`config.mk`:
```
export PLATFORM = sky130hd
export DESIGN_NAME = alu_exec_ctrl
export DESIGN_NICKNAME = d
export VERILOG_FILES = /design/src/rtl/alu_ctrl_pkg.sv /design/src/rtl/alu_operand_sel.sv /design/src/rtl/alu_exec_ctrl.sv
export SDC_FILE = /design/constraint.sdc
export NUM_CORES = 1
export LEC_CHECK = 0
export ABC_AREA = 1
export CORE_UTILIZATION = 36
export DETAILED_ROUTE_END_ITERATION = 8
export PLACE_DENSITY = 0.78
export SKIP_CTS_REPAIR_TIMING = 1
export SYNTH_ARGS = -nofsm -noshare
export SYNTH_HDL_FRONTEND = slang
export SYNTH_SLANG_ARGS = --single-unit
```
`constraint.sdc`:
```
create_clock -name clk -period 1.6 [get_ports clk]
set_input_delay 0.16 -clock clk [delete_from_list [all_inputs] [get_ports clk]]
set_output_delay 0.16 -clock clk [all_outputs]
set_load 0.01 [all_outputs]
```
`src/rtl/alu_ctrl_pkg.sv`:
```
// Shared encodings for the ALU execute controller: FSM states, operand classes,
// funcode class masks and immediate opcodes.
package alu_ctrl_pkg;

  typedef enum logic [1:0] {
    ST_IDLE = 2'd0,
    ST_EXEC = 2'd1,
    ST_WAIT = 2'd2,
    ST_WB   = 2'd3
  } state_t;

  typedef enum logic [1:0] {
    CLS_RR   = 2'd0,
    CLS_RS   = 2'd1,
    CLS_IMM  = 2'd2,
    CLS_NONE = 2'd3
  } op_class_t;

  // Bit f set means funcode f belongs to the class.
  localparam logic [15:0] RR_FUNC_MASK = 16'h2CDD;  // 0,2,3,4,6,7,10,11,13
  localparam logic [15:0] RS_FUNC_MASK = 16'h1300;  // 8,9,12

  localparam logic [5:0] OPC_IMM_A = 6'h01;
  localparam logic [5:0] OPC_IMM_B = 6'h05;

  // RR wins over RS, and both win over the immediate opcodes.
  function automatic op_class_t classify(input logic [5:0] opcode);
    op_class_t cls;
    cls = CLS_NONE;
    if (RR_FUNC_MASK[opcode[3:0]])
      cls = CLS_RR;
    else if (RS_FUNC_MASK[opcode[3:0]])
      cls = CLS_RS;
    else if (opcode == OPC_IMM_A || opcode == OPC_IMM_B)
      cls = CLS_IMM;
    return cls;
  endfunction

endpackage

```
`src/rtl/alu_operand_sel.sv`:
```
// Combinational instruction classifier and ALU operand former.
module alu_operand_sel
  import alu_ctrl_pkg::*;
(
  input  logic [5:0]  opcode,
  input  logic [31:0] rs_data,
  input  logic [31:0] rt_data,
  input  logic [4:0]  shamt,
  input  logic [15:0] imm,
  output op_class_t   op_class,
  output logic [31:0] inp1,
  output logic [31:0] inp2
);

  always_comb begin
    op_class = classify(opcode);
    inp1     = '0;
    inp2     = '0;
    case (op_class)
      CLS_RR: begin
        inp1 = rs_data;
        inp2 = rt_data;
      end
      CLS_RS: begin
        inp1 = rs_data;
        inp2 = {27'b0, shamt};
      end
      CLS_IMM: begin
        inp1 = rs_data;
        inp2 = {{16{imm[15]}}, imm};
      end
      default: begin
        inp1 = '0;
        inp2 = '0;
      end
    endcase
  end

endmodule

```
`src/rtl/alu_exec_ctrl.sv`:
```
// ALU execute controller: accepts decoded instructions, launches the ALU and
// holds the result for write-back. Optional WAIT abort under ALU_TIMEOUT_EN.
//
// state | meaning
// IDLE  | ready for an instruction; non-ALU instructions pulse no_alu here
// EXEC  | operands registered, alu_start high for this single cycle
// WAIT  | waiting for alu_done (abort after TIMEOUT_CYC when enabled)
// WB    | wb_valid held with captured result until wb_ready
module alu_exec_ctrl
  import alu_ctrl_pkg::*;
#(
  parameter int unsigned TIMEOUT_CYC = 16
) (
  input  logic        clk,
  input  logic        rst_n,
  input  logic        instr_valid,
  output logic        instr_ready,
  input  logic [5:0]  opcode,
  input  logic [31:0] rs_data,
  input  logic [31:0] rt_data,
  input  logic [4:0]  shamt,
  input  logic [15:0] imm,
  output logic [31:0] alu_inp1,
  output logic [31:0] alu_inp2,
  output logic        alu_start,
  input  logic        alu_done,
  input  logic [31:0] alu_result,
  output logic        wb_valid,
  output logic [31:0] wb_data,
  input  logic        wb_ready,
  output logic        no_alu,
  output logic        timeout
);

  state_t      state;
  op_class_t   sel_class;
  logic [31:0] sel_inp1;
  logic [31:0] sel_inp2;
  logic        wait_expired;

  alu_operand_sel u_operand_sel (
    .opcode   (opcode),
    .rs_data  (rs_data),
    .rt_data  (rt_data),
    .shamt    (shamt),
    .imm      (imm),
    .op_class (sel_class),
    .inp1     (sel_inp1),
    .inp2     (sel_inp2)
  );

  // Gated by rst_n so the handshake is low for the whole reset window.
  assign instr_ready = rst_n & (state == ST_IDLE);

`ifdef ALU_TIMEOUT_EN
  localparam int unsigned CW = (TIMEOUT_CYC > 1) ? $clog2(TIMEOUT_CYC) : 1;
  logic [CW-1:0] wait_cnt;
  assign wait_expired = (wait_cnt == CW'(TIMEOUT_CYC - 1));
`else
  logic unused_cfg;
  assign unused_cfg   = ^TIMEOUT_CYC;
  assign wait_expired = 1'b0;
`endif

  always_ff @(posedge clk or negedge rst_n) begin
    if (!rst_n) begin
      state     <= ST_IDLE;
      alu_inp1  <= '0;
      alu_inp2  <= '0;
      alu_start <= 1'b0;
      wb_valid  <= 1'b0;
      wb_data   <= '0;
      no_alu    <= 1'b0;
      timeout   <= 1'b0;
`ifdef ALU_TIMEOUT_EN
      wait_cnt  <= '0;
`endif
    end else begin
      alu_start <= 1'b0;
      no_alu    <= 1'b0;
      timeout   <= 1'b0;
      case (state)
        ST_IDLE: begin
          if (instr_valid) begin
            if (sel_class == CLS_NONE) begin
              no_alu <= 1'b1;
            end else begin
              alu_inp1  <= sel_inp1;
              alu_inp2  <= sel_inp2;
              alu_start <= 1'b1;
              state     <= ST_EXEC;
            end
          end
        end
        ST_EXEC: begin
          state <= ST_WAIT;
`ifdef ALU_TIMEOUT_EN
          wait_cnt <= '0;
`endif
        end
        ST_WAIT: begin
          if (alu_done) begin
            wb_data  <= alu_result;
            wb_valid <= 1'b1;
            state    <= ST_WB;
          end else if (wait_expired) begin
            timeout <= 1'b1;
            state   <= ST_IDLE;
          end
`ifdef ALU_TIMEOUT_EN
          if (!alu_done && !wait_expired)
            wait_cnt <= wait_cnt + 1'b1;
`endif
        end
        ST_WB: begin
          if (wb_ready) begin
            wb_valid <= 1'b0;
            state    <= ST_IDLE;
          end
        end
        default: state <= ST_IDLE;
      endcase
    end
  end

endmodule

```
==> results of run 1 <==
## worst min-delay path by stage
stage,from,endpoint,slack (ns),depth (start not counted)
global placement,rst_n,alu_inp2[25]$_DFFE_PN0P_,0.30,2
floorplan,rst_n,alu_inp1[0]$_DFFE_PN0P_,-0.14,0
detailed placement,rst_n,alu_inp2[19]$_DFFE_PN0P_,0.32,2
global route,rs_data[1],alu_inp1[1]$_DFFE_PN0P_,0.37,3
CTS,rst_n,alu_inp1[31]$_DFFE_PN0P_,-0.05,2
finish,rs_data[11],alu_inp1[11]$_DFFE_PN0P_,0.36,3
## state kept, by name (all words and copies together), names as in the netlist
register	flops
wb_valid	1
wb_data	32
alu_inp1	32
alu_start	1
no_alu	1
state	2
alu_inp2	32
## worst max-delay path: cells and delay by family (launching register included)
family                     cells  cell delay, ns
DFF                            1            0.41
muxes                          1            0.36
buffers and inverters          2            0.35
and+or+nand+nor                1            0.09
adders and majority gates      1            0.21
## report_power, final
part           internal [uW]  total, uW  leakage [uW]  switching, uW
registers               3790       4490       0.00126            694
clock network           1090       1960      0.000121            875
logic                   3410       5910       0.00220           2500
total                   8290      12400       0.00358           4070
## per-layer routing
metal	global-route usage	wire length (um)	vias to the layer above
met5	0	0	-
met4	0.0684	250	0
met3	0.0498	922	20
met2	0.356	6580	171
met1	0.241	5230	1960
li1	-	-	2008
## synthesized netlist by cell type
cell      number
buf_4          2
conb_1         1
buf_1          2
nor2_2         1
or2_2          1
buf_6          6
nand2_1      221
buf_2         11
nand2_2        2
nand2_4        1
o21ai_1       10
clkbuf_1       1
nor2_1        21
o21ai_0        7
nand3_1       24
dfrtp_1      101
o22ai_1        2
mux2_2        32
a21oi_2        1
nand4_1        3
a21oi_1        2
ha_1           4
inv_2          2
inv_1         33
## cells by family (layout without fill, tap and decap cells)
kind of cell | Yosys count | count (layout) | synth area share
other | 1 | 1 | 0.000848
adders and majority gates | 4 | 4 | 0.0113
buffers and inverters | 57 | 306 | 0.0634
muxes | 32 | 32 | 0.0815
and+or+nand+nor | 274 | 274 | 0.245
DFF | 101 | 101 | 0.572
AOI/OAI and AO/OA | 22 | 22 | 0.0263
## placed cells by master (no fill, tap or decap), types with 2 or more instances in the layout
master	n
buf_4	22
inv_1	32
o22ai_1	2
clkinvlp_4	3
nand2_2	4
nand4_1	3
clkbuf_1	2
nand2_1	219
dfrtp_1	101
mux2_2	32
nor2_1	21
buf_12	6
o21ai_0	7
ha_1	3
o21ai_1	10
inv_2	3
clkdlybuf4s50_1	225
clkbuf_16	10
nand3_1	24
## through the flow
stage	instances	worst slack, ns
floorplan	491	0.00331
global placement	864	-0.157
detailed placement	864	-0.206
CTS	879	-0.320
global route	887	-0.0172
finish	887	0.0537
## final cells by class
type	count	area (um^2)
clock buffer	12	246
clock inverter	3	22.5
fill	988	4670
inverter	35	131
multi-input combinational	333	1640
sequential	101	2530
tap	147	184
timing repair buffer	256	2580
==> impl_metrics.yaml, run 1 <==
outcome:
  status: "completed"
routing:
  drtIter0Drc: 231
  drt-wirelength-per-cell_um: 14.6
  vias_per_cell: 4.69
  postRouteAntennaNets: 0
  drc: 0
  num_vias: 4159
  first_pass_iters: 4
  finalWirelength_mm: 13.0
placement:
  placement.cell_area_um2: 6970
  gp_congestion: 0.852
  dp_hpwl_mm: 9.78
  portBuffers: 227
logic_synthesis:
  synth_top_area_frac: 0.572
  synth_top_area_cell: "dfrtp_1"
  synth.avg_cell_area_um2: 9.01
  netlist_instances: 491
  synth_area_um2: 4420
  seq_area_frac_synth: 0.572
  ys_warn_count: 0
  synth.net_count: 623
  synthTopCellsByArea: "dfrtp_1 (57%), nand2_1 (19%), mux2_2 (8.1%)"
  yosysUniqueCellTypes: 24
  synth.ff_latch_count: 101
clock_tree:
  clk_latency_ns: 0.33
  clock-sinks: 101
  cts_root_buffer: "clkbuf_16"
  numCtsBuffers: 9
  cts.path.max_buffers: 2
  htreeDepth: 3
  path_clk_slew_ns: 0.07
  cts_tree: "done"
floorplanning:
  initial_core_util: 0.368
  rows: 40
  die_h_um: 113
  die_w_um: 113
  dieArea_um2: 12700
  fp.coreArea_um2: 12000
  ioPinCount: 229
critical_path:
  cp-end-kind: "flip-flop"
  crit_fanout: 33
  reg2reg_depth: 5
  r2r-end: "wb_data[23]$_DFFE_PN0P_"
  path_cells: "buf_4, ha_1, nand2_2, buf_12, mux2_2"
  worstPathRequired_ns: 1.82
  endpoint: "wb_data[23]$_DFFE_PN0P_"
  r2r_slack_ns: 0.05
  crit_type: "flip-flop to flip-flop"
  cp_slowest_cell: "dfrtp_1"
  critPathMaxStageDelay_ns: 0.41
  timing.rr.start: "state[1]$_DFFE_PN0P_"
  crit_start: "state[1]$_DFFE_PN0P_"
  crit_path_start_kind: "flip-flop"
  arrival_ns: 1.76
sta:
  worstMarginPinSlew_ns: 0.551
  whs_ns: 0.364
  relSlewSlack: 0.632
  post-route-period-util: 0.966
  drv_slew: 0
  period_needed_ns: 1.55
  tns_ns: 0
  fin_skew_ns: 0.00549
  max_clock_freq_mhz: 647
  setup_viol: 0
  finalHoldViolCount: 0
grt:
  grt_pass1_wl_mm: 20.1
  grt_overflow_total: 0
  grt_usage: 0.202
  grt_start_max_net_pins: 102
  antenna_found_initial: 0
  grt_pass1_vias: 4199
worst_hold_path:
  hold_class: "primary input to flip-flop"
finish:
  design_area_um2: 7340
  areaGrowthSynthToFinish_pct: 66.0
  diodes: 0
  final_util: 0.611
  drive_gt1_frac: 0.118
  nNetsFinal: 868
pwr:
  p_total_uw: 12400
  p_leak_uw: 0.00358
  power_per_cell_area_nw_per_um2: 1680
  vdd_ir_drop_max_uv: 698
flow_run:
  max-cap-violations: 0
(Power assumes the default switching activity.)
==> run 2, diff against run 1 <==
CORE_ASPECT_RATIO = 1.5   (was not set)
CORE_UTILIZATION = 41   (was 36)
PLACE_DENSITY = 0.81   (was 0.78)
SYNTH_HIERARCHICAL = 1   (was not set)
clock period = 1.45 ns   (was 1.6 ns; I/O delays follow)
==> run 2 against run 1 <==
  * Synthesized area is 8.8% higher
  * Global-route usage up 2.1 points
  * The run now ends with design-rule violations left
  * Sequential power grew 8.0%
  * Clock skew is 0.0036 ns higher
  * Utilization increased by 6.6 points
  * Combinational power is 14% higher
  * Largest power group unchanged
==> impl_metrics.yaml, run 2 <==
flow_run:
  max-cap-violations: 0
sta:
  drv_slew: 0
  post-route-period-util: 0.988
  period_needed_ns: 1.43
  relSlewSlack: 0.624
  setup_viol: 0
  fin_skew_ns: 0.00911
  max_clock_freq_mhz: 698
  finalHoldViolCount: 0
  setup_slack_ns: 0.0169
  tns_ns: 0
  worstMarginPinSlew_ns: 0.564
floorplanning:
  die_w_um: 90.4
  ioPinCount: 229
  dieArea_um2: 12200
  initial_core_util: 0.419
  rows: 48
  fp.coreArea_um2: 11500
  die_h_um: 135
clock_tree:
  path_clk_slew_ns: 0.07
  cts_tree: "done"
  numCtsBuffers: 9
  clock-sinks: 101
  cts.path.max_buffers: 2
  clk_latency_ns: 0.35
  htreeDepth: 3
  cts_root_buffer: "clkbuf_16"
finish:
  num-fill-cells: 935
  final_cell_mix: "nand2_1 (343), clkdlybuf4s50_1 (216), dfrtp_1 (101), inv_1 (43), nand3_1 (40)"
  reg_top3: "alu_inp1 (32), alu_inp2 (32), wb_data (32)"
  drive_gt1_frac: 0.0913
  design_area_um2: 7760
  areaGrowthSynthToFinish_pct: 61.4
  final_util: 0.677
  nNetsFinal: 992
  mostFrequentLayoutCell: "nand2_1"
worst_hold_path:
  hp-start: "alu_result[1]"
  hold_class: "primary input to flip-flop"
pwr:
  swShare: 0.346
  power.switching_uw: 4850
  vdd_ir_drop_max_uv: 943
  intPower_uw: 9170
  pwr-share-seq: 0.346
  p_total_uw: 14000
  pwr-share-clk: 0.174
  power_per_cell_area_nw_per_um2: 1810
  p_comb_frac: 0.481
  p_leak_uw: 0.00415
routing:
  drc: 1
  num_vias: 4672
  wl_met2_mm: 7.38
  postRouteAntennaNets: 0
  top_layer_used: "met4"
  finalWirelength_mm: 13.9
  m1WireLength_mm: 5.24
  vias_per_cell: 4.60
  drtIter0Drc: 192
  first_pass_iters: 6
  met3WireLength_um: 720
  drt-wirelength-per-cell_um: 13.7
placement:
  dp_hpwl_mm: 9.50
  pre_cts_ws_ns: -0.411
  gp_congestion: 0.800
  placement.cell_area_um2: 7270
  portBuffers: 227
grt:
  antenna_found_initial: 1
  grt_pass1_wl_mm: 21.3
  grt_overflow_total: 0
  grt_start_max_net_pins: 102
  grt_usage: 0.223
  grt_pass1_vias: 4399
logic_synthesis:
  yosysUniqueCellTypes: 22
  netlist_instances: 627
  seq_area_frac_synth: 0.525
  synth_top_area_cell: "dfrtp_1"
  synth.ff_latch_count: 101
  synth.net_count: 759
  async_flop_share: 1.00
  ys_warn_count: 6
  synthFlopType: "dfrtp_1"
  ys_top_cells_by_count: "nand2_1 (346), dfrtp_1 (101), inv_1 (44), nand3_1 (42), nor2_1 (29)"
  synth_most_common_cell: "nand2_1"
  synth_top_area_frac: 0.525
  synth-edff-count: 0
  synthTopCellsByArea: "dfrtp_1 (53%), nand2_1 (27%), nand3_1 (4.4%)"
  synth_area_um2: 4810
  synth.avg_cell_area_um2: 7.67
critical_path:
  cp-end-kind: "output pin"
  crit_path_start_kind: "flip-flop"
  crit_type: "flip-flop to output pin"
  crit_fanout: 2
  critPathMaxStageDelay_ns: 0.59
  cp_slowest_cell: "clkdlybuf4s50_1"
  crit_buf_inv: 1
  path_cells: "clkdlybuf4s50_1"
  worstPathRequired_ns: 1.31
  crit_start: "wb_data[19]$_DFFE_PN0P_"
  timing.rr.start: "state[1]$_DFFE_PN0P_"
  arrival_ns: 1.29
  critPathTopFamily: "buffers and inverters"
outcome:
  failed_checks: "design-rule violations"
  status: "complete, but fails checks"
-- run 2: cell types whose count changed after synthesis, sizes merged, moves of 5 or more --
cell | previous run | this run
nand2 | 224 | 357
o21ai | 17 | 1
nor2 | 22 | 37
buf | 21 | 28
mux2 | 32 | 0
inv | 35 | 46
clkbuf | 1 | 6
nand3 | 24 | 44
-- run 2: power by group through the flow --
| stage | Sequential [uW] | Clock [uW] | Combinational, uW |
|---|---|---|---|
| 5_1_grt | 5010 | 2600 | 7340 |
| 3_3_place_gp | 4840 | 0 | 6390 |
| 3_5_place_dp | 4860 | 0 | 6500 |
| 2_1_floorplan | 5450 | 0 | 2170 |
| 4_1_cts | 4850 | 2490 | 6530 |
| 6_report | 4850 | 2430 | 6740 |
-- run 2: path summary, 6_finish.rpt --
| path | cells past startpoint | slack [ns] | end |
|---|---|---|---|
| setup / recovery | 1 | 0.02 | wb_data[19] |
| hold / removal | 3 | 0.35 | wb_data[1]$_DFFE_PN0P_ |
| setup reg to reg | 6 | 0.14 | alu_inp2[30]$_DFFE_PN0P_ |
| hold reg to reg | 2 | 0.47 | wb_data[20]$_DFFE_PN0P_ |
| max in group asynchronous | 3 | 0.60 | alu_inp2[5]$_DFFE_PN0P_ |
| min in group asynchronous | 3 | 0.38 | alu_inp1[22]$_DFFE_PN0P_ |
-- run 2: area by class of cell --
cell class | count | area (um^2) | share of cell area
Antenna cell | 1 | 2.50 | 0.000322
Clock buffer | 11 | 243 | 0.0313
Clock inverter | 5 | 60.1 | 0.00773
Inverter | 46 | 185 | 0.0238
Multi-Input combinational cell | 446 | 1910 | 0.246
Sequential cell | 101 | 2530 | 0.325
Tap cell | 150 | 188 | 0.0242
Timing Repair Buffer | 256 | 2650 | 0.341
-- run 2: cells by family (layout without fill, tap and decap cells) --
| kind of cell | after synthesis | count (layout) | share of synthesized area |
|---|---|---|---|
| simple gates | 439 | 439 | 0.371 |
| other cells | 1 | 2 | 0.000779 |
| compound gates | 2 | 2 | 0.00286 |
| fa+ha+maj | 4 | 4 | 0.0104 |
| buf+inv | 80 | 318 | 0.0892 |
| flops | 101 | 101 | 0.525 |
-- run 2: per-stage QoR --
stage	std cells	hold slack, ns
final	1016	0.351
after global placement	994	0.281
after floorplan	627	-0.151
after global routing	1016	0.358
after detailed placement	994	0.277
after CTS	1010	-0.0988
-- run 2: per-layer routing --
layer	vias to the layer above	GRT usage
met3	35	0.0332
li1	2338	-
met2	179	0.394
met5	-	0
met1	2120	0.253
met4	0	0.136
